$ cat src/rtl/rst_req.sv
// Reset request generator: debounced button, software key write and watchdog expiry raise a stretched rst_req_out.
// Latency: event -> rst_req_out high on the next cycle; IO access -> ack/data_out exactly one cycle after stb.
// Backpressure: none; every access is acknowledged, and events seen while a request is active are dropped.
module rst_req #(
  parameter int DEBOUNCE_BITS = 20,
  parameter int PULSE_LEN     = 16
) (
  input  logic        clk,
  input  logic        rst,
  input  logic        btn_in,
  input  logic        wd_timeout,
  input  logic        stb,
  input  logic        wr,
  input  logic [31:0] data_in,
  output logic [31:0] data_out,
  output logic        ack,
  output logic        rst_req_out
);

  typedef enum logic [1:0] {IDLE, PULSE, RELEASE} state_t;

  localparam logic [7:0] PCNT_LAST = 8'(PULSE_LEN - 1);
  localparam logic [7:0] SW_KEY    = 8'h5A;

  // Button synchroniser and debouncer state
  logic                     btn_s1;
  logic                     btn_s2;
  logic [1:0]               sync_vld;
  logic                     btn_armed;
  logic [DEBOUNCE_BITS-1:0] deb_cnt;
  logic                     deb_lvl;
  logic                     deb_prev;

  // FSM and cause state
  state_t     state;
  logic [7:0] pcnt;
  logic [3:0] cause;

  // Event decode
  logic       btn_evt;
  logic       sw_key;
  logic       sw_evt;
  logic       clr_wr;
  logic       any_evt;
  logic [3:0] cause_set;
  logic [3:0] cause_clr;
  logic       unused_data;

  // Only the key byte and the clear mask of a write carry meaning.
  assign unused_data = ^data_in[23:4];

  // A button event is the rising edge of the debounced level, but only once
  // the synchronised button has been seen low since reset; a button held
  // through reset must be released and pressed again.
  assign btn_evt   = deb_lvl & ~deb_prev & btn_armed;
  assign sw_key    = (data_in[31:24] == SW_KEY);
  assign sw_evt    = stb & wr & sw_key;
  assign clr_wr    = stb & wr & ~sw_key;
  assign any_evt   = btn_evt | sw_evt | wd_timeout;

  // Causes are only captured when a new request actually starts.
  assign cause_set = (state == IDLE) ? {1'b0, wd_timeout, sw_evt, btn_evt} : 4'b0000;
  assign cause_clr = clr_wr ? data_in[3:0] : 4'b0000;

  // Two-flop synchroniser for the raw button, plus a validity shift that
  // marks when btn_s2 holds a real sample rather than its reset value.
  always_ff @(posedge clk or posedge rst) begin
    if (rst) begin
      btn_s1   <= 1'b0;
      btn_s2   <= 1'b0;
      sync_vld <= 2'b00;
    end else begin
      btn_s1   <= btn_in;
      btn_s2   <= btn_s1;
      sync_vld <= {sync_vld[0], 1'b1};
    end
  end

  // Arm button events once a genuine low level has been observed.
  always_ff @(posedge clk or posedge rst) begin
    if (rst) begin
      btn_armed <= 1'b0;
    end else if (sync_vld[1] && !btn_s2) begin
      btn_armed <= 1'b1;
    end
  end

  // Debounce: count only while the synchronised level disagrees with the
  // debounced level; any agreement (a bounce back) restarts the count, and a
  // full count adopts the new level.
  always_ff @(posedge clk or posedge rst) begin
    if (rst) begin
      deb_cnt  <= '0;
      deb_lvl  <= 1'b0;
      deb_prev <= 1'b0;
    end else begin
      deb_prev <= deb_lvl;
      if (btn_s2 == deb_lvl) begin
        deb_cnt <= '0;
      end else if (&deb_cnt) begin
        deb_lvl <= btn_s2;
        deb_cnt <= '0;
      end else begin
        deb_cnt <= deb_cnt + 1'b1;
      end
    end
  end

  // Request FSM: IDLE waits for an event, PULSE holds the minimum width,
  // RELEASE extends the request while the button stays pressed.
  always_ff @(posedge clk or posedge rst) begin
    if (rst) begin
      state       <= IDLE;
      pcnt        <= 8'd0;
      rst_req_out <= 1'b0;
    end else begin
      case (state)
        IDLE: begin
          if (any_evt) begin
            state       <= PULSE;
            pcnt        <= 8'd0;
            rst_req_out <= 1'b1;
          end
        end
        PULSE: begin
          if (pcnt == PCNT_LAST) begin
            if (deb_lvl) begin
              state <= RELEASE;
            end else begin
              state       <= IDLE;
              rst_req_out <= 1'b0;
            end
          end else begin
            pcnt <= pcnt + 8'd1;
          end
        end
        RELEASE: begin
          if (!deb_lvl) begin
            state       <= IDLE;
            rst_req_out <= 1'b0;
          end
        end
        default: begin
          state       <= IDLE;
          rst_req_out <= 1'b0;
        end
      endcase
    end
  end

  // Cause register: power-on bit set by reset; a same-cycle set beats a clear.
  always_ff @(posedge clk or posedge rst) begin
    if (rst) begin
      cause <= 4'b1000;
    end else begin
      cause <= (cause & ~cause_clr) | cause_set;
    end
  end

  // IO response: one-cycle ack, read data is the cause seen in the stb cycle.
  always_ff @(posedge clk or posedge rst) begin
    if (rst) begin
      ack      <= 1'b0;
      data_out <= 32'd0;
    end else begin
      ack      <= stb;
      data_out <= (stb && !wr) ? {28'd0, cause} : 32'd0;
    end
  end

endmodule

$ cat config.mk
export PLATFORM = sky130hd
export DESIGN_NAME = rst_req
export DESIGN_NICKNAME = d
export VERILOG_FILES = /design/src/rtl/rst_req.sv
export SDC_FILE = /design/constraint.sdc
export NUM_CORES = 1
export LEC_CHECK = 0
export CORE_MARGIN = 2
export CORE_UTILIZATION = 47
export DETAILED_ROUTE_END_ITERATION = 12
export HOLD_SLACK_MARGIN = 0.08
export PLACE_DENSITY = 0.82
export RECOVER_POWER = 100
export SKIP_CTS_REPAIR_TIMING = 1
export SYNTH_ARGS = -nofsm -noshare
export SYNTH_HDL_FRONTEND = slang
export SYNTH_SLANG_ARGS = --single-unit
$ cat constraint.sdc
create_clock -name clk -period 4.65 [get_ports clk]
set_input_delay 0.465 -clock clk [delete_from_list [all_inputs] [get_ports clk]]
set_output_delay 0.465 -clock clk [all_outputs]
set_load 0.05 [all_outputs]
Word-level counts from Yosys, hierarchy flattened. Index checks and enable logic that the tools add are counted.

Register bits after elaboration: 47. Output and inout bits: 34. Bits of input ports: 38. Logic and storage cells: 65. Latch bits: 0. Memory bits (writable): 0. Bits in read-only memories: 0. Memories: 0.

Shifts and indexed selects: 0. Order comparisons: 0. Reduce and logical (&&, ||, !) cells: 11. Multiplexer cells: 17. $mul: 0. Add/subtract/negate cells: 2. Eq/ne operators: 9. Divide/modulo/power cells: 0. Bitwise gates (word level): 13.

Operators by type and width (number): $mux 20 (2); $reduce_and 21->1 (1); $add 20x1->20 const B (1); $reduce_and 20->1 (1); $mux 8 (2); $pmux 8 s2 (1); $add 8x1->8 const B (1); $eq 8x4->1 const B (1); $eq 8x7->1 const B (1); $mux 2 (4); $mux 4 (2); $ne 2x2->1 const B (4); $pmux 2 s3 (1); $reduce_and 3->1 (2); $and 1x1->1 (5); $and 4x4->4 (1); $not 4->4 (1); $or 4x3->4 (1); $mux 1 (3); $mux 3 (1); $not 1->1 (3); $pmux 1 s3 (1); $eq 2x1->1 const B (1); $eq 2x2->1 const B (1); 7 further kinds (10).

Depth between registers and ports, before layout.
Depth after elaboration: 7. Mapped depth: 6. Depth with buffers taken out: 5.

Least setup slack after synthesis. Ideal clock, no wire load.

Path type: register -> register. From: reg deb_cnt[6]. To: reg deb_lvl. Path buffers: 1. Required time: 4522 ps. Path slack: 2849 ps. Arrival: 1674 ps. Stages on the path, launching flop included: 6. Library setup time: 128 ps. Cells stage by stage: dfrtp_1 nand4_2 or4_1 buf_2 nor3_1 mux2_1.

Word-level cells in the longest chain between the ends: 1.

Ends and longest elaborated chain: from (decl) (RTL line 30) `logic [DEBOUNCE_BITS-1:0] deb_cnt;`; from (signal assigned) (RTL line 104) `deb_cnt <= deb_cnt + 1'b1;`; $reduce_and 21->1 (no source line); to (signal assigned) (RTL line 101) `deb_lvl <= btn_s2;`; to (decl) (RTL line 31) `logic deb_lvl;`.

No other way between the ends. A chain may end at the register's enable or synchronous reset.

Final worst setup path.
From: reg deb_cnt[0]. To: reg deb_cnt[9].

Word-level cells in the longest chain between the ends: 3.

Ends and longest elaborated chain: $add 20x1->20 or $reduce_and 20->1 (tied branches) (RTL line 104, 100); $mux 20 * (RTL line 100) `end else if (&deb_cnt) begin`; $mux 20 * (RTL line 98) `if (btn_s2 == deb_lvl) begin`.

Every way passes the cells marked *; elsewhere a longest branch is shown, timed or not.

==> reports/results.ini <==
[run_status]
outcome = finished with violations
violations = max-capacitance violations, max-slew violations

[route]
drtAntennaViolNets = 0
wl_met2_um = 2020
top_layer_used = met4
wl_um = 4250
drc_errors = 0
met1_length_um = 1960
wl_per_cell_um = 12.4
drt_iter0_drc = 120
route.met3.wl_um = 210
vias = 1847
drt-pass1-iter-count = 4
vias_per_cell = 5.37

[clocking]
ctsLongestPathBuffers = 2
cts_buffers = 5
cts_root_buf = clkbuf_8
clk_pin_slew_ps = 80
clock-sinks = 47
insertion_delay_ps = 290
h-tree-depth = 2
tritoncts = built

[synthesis]
synthAdderAreaFrac = 0.0294
ys_warn_count = 0
ys_ff_latch = 47
synth_top_family_by_area = simple AND/OR/NAND/NOR gates
syn-mean-instance-area_um2 = 10.2
syn_area_um2 = 2560
synth_compound_area_frac = 0.133
ys_seq_area_frac = 0.460
yosys-top-cells-area = dfrtp_1, buf_4, ha_1
synthCells = 251
yosysTopAreaCellShare = 0.450
synthXorXnorAreaFrac = 0.0411
synth_async_sr_flop_share = 1.00
yosys.area.top_type = dfrtp_1
synthMuxAreaShare = 0.0132
synth-edff-count = 0
yosys.area_share.simple = 0.213
synthFlopType = dfrtp_1
ys_types = 52

[grt]
grt-ovfl-total = 0
grt_start_max_net_pins = 48
antenna_found_initial = 0
track_usage = 0.156
grt_pass1_wl_um = 7650
grt_pass1_vias = 1735

[hold_path]
hold_class = reg2reg
hp-start = btn_s1
holdPathStages = 0
holdPathEnd = btn_s2

[floorplanning]
die-area_um2 = 6050
start_util = 0.494
rows = 26
die_x_um = 77.8
coreArea_um2 = 5170
die_h_um = 77.8
boundaryPins = 72

[setup_path]
reg2reg_slack_ps = 2410
crit_arrival_ps = 2390
crit_fanout = 15
r2r_start = deb_cnt[0]
cp_data_required_time_ps = 4800
rr_worst_depth = 5
path_class = reg2reg
reg2reg_to = deb_cnt[9]
end_kind = register
critPathLaunchType = register

[timing]
worstMarginPinSlew_ps = 1720
rsz0062_at_grt = no
finalHoldWorstSlack_ps = 354
hold_viol = 0
fin_tns_setup_ps = 0
setup_violations = 0
max_freq_mhz = 446
finalCritPeriodShare = 0.482
finClkSkew_ps = 3.47
finalMaxSlewViolations = 48
relSlewSlack = -0.147
min_period_ps = 2240
setup_ws_ps = 2410

[place]
dp_slack_ps = 2280
place_congestion = 0.829
dpl.hpwl_um = 3110
io_buffers = 23
dpl_cell_area_um2 = 2730

[pwr]
p_int_w = 0.000686
cellPowerDensity_nw_per_um2 = 362
sw_frac_of_total = 0.330
p_comb_frac = 0.288
p_sw_w = 0.000338
power_w = 0.00102
seqPwrFrac = 0.454
ir_worst_vdd_mv = 0.183
power.share.clock = 0.257
p_leak_nw = 1.27

[layout]
final_common_cell = dfrtp_1
antenna_cells = 0
nets = 317
area_growth_pct = 10.6
drive_gt1_frac = 0.0547
fin_area_um2 = 2830
final_cell_mix = dfrtp_1, conb_1, nor2_1

[flow_run]
cap_violations = 1

## worst max-delay path: stages (launching register included)
cell and delay (ps):
dfrtp_1 430, ha_1 200, and2_0 280, nand3_1 290
o41ai_4 760, nor2_1 120
## stage by stage
stage | cells | utilization
floorplan | 278 | -
global placement | 336 | 0.529
detailed placement | 336 | 0.529
CTS | 344 | 0.548
global route | 344 | 0.547
finish | 344 | 0.547
## synth_stat cells, drive strengths merged (2+ instances only)
library cell	n
o22ai	2
nor4bb	2
nand2	15
inv	8
buf	32
or4	4
nor2	17
or3	4
nor2b	3
nor3	2
nor3b	4
a21o	2
a31oi	3
a221o	6
and2	8
o31ai	3
clkbuf	3
a21oi	8
o21ai	6
ha	6
xor2	7
conb	2
o211ai	3
and3	9
nand3	13
a22o	4
a32o	3
dfrtp	46
xnor2	5
mux2	3
nand4	5
## state kept, by name, summed over array words and instances (netlist names)
| name | flops |
|---|---|
| ack | 1 |
| btn_armed | 1 |
| btn_s1 | 1 |
| btn_s2 | 1 |
| cause | 4 |
| data_out | 4 |
| deb_cnt | 20 |
| deb_lvl | 1 |
| deb_prev | 1 |
| pcnt | 8 |
| rst_req_out | 1 |
| state | 2 |
| sync_vld | 2 |
## how the worst max path moves through the flow
stage	startpoint	end	cells after the start
floorplan	deb_cnt[6]	deb_lvl	5
global placement	data_in[30]	state[0]	5
detailed placement	data_in[30]	state[0]	5
CTS	deb_cnt[0]	deb_cnt[9]	5
global route	rst	pcnt[5]	2
finish	deb_cnt[0]	deb_cnt[9]	5
## logic make-up after synthesis
kind of cell	Yosys count
other	2
DFF	47
muxes	3
adders and majority gates	6
xor gates and xnor gates	12
buffers and inverters	43
and+or+nand+nor	94
AOI/OAI and AO/OA	44
## final cells by class
cell class / instances / area (µm²)
well taps: 70 / 87.6
inverters: 8 / 30.0
fillers: 455 / 2340
flip-flops and latches: 47 / 1180
clock buffers: 8 / 100
repair buffers: 23 / 230
multi-input cells: 188 / 1200
## power by group through the flow
stage / combinational [W] / sequential, W / clock, W
2_1_floorplan: 0.000235 / 0.000489 / 0
3_3_place_gp: 0.000295 / 0.000473 / 0
3_5_place_dp: 0.000297 / 0.000474 / 0
4_1_cts: 0.000298 / 0.000466 / 0.000273
5_1_grt: 0.000321 / 0.000471 / 0.000286
6_report: 0.000295 / 0.000465 / 0.000264
## layer usage
metal,up-vias,global-route usage
met5,-,0
met3,5,0.0360
met2,58,0.258
met1,898,0.200
li1,886,-
met4,0,0.0536
Power figures use the tool's default switching activity.
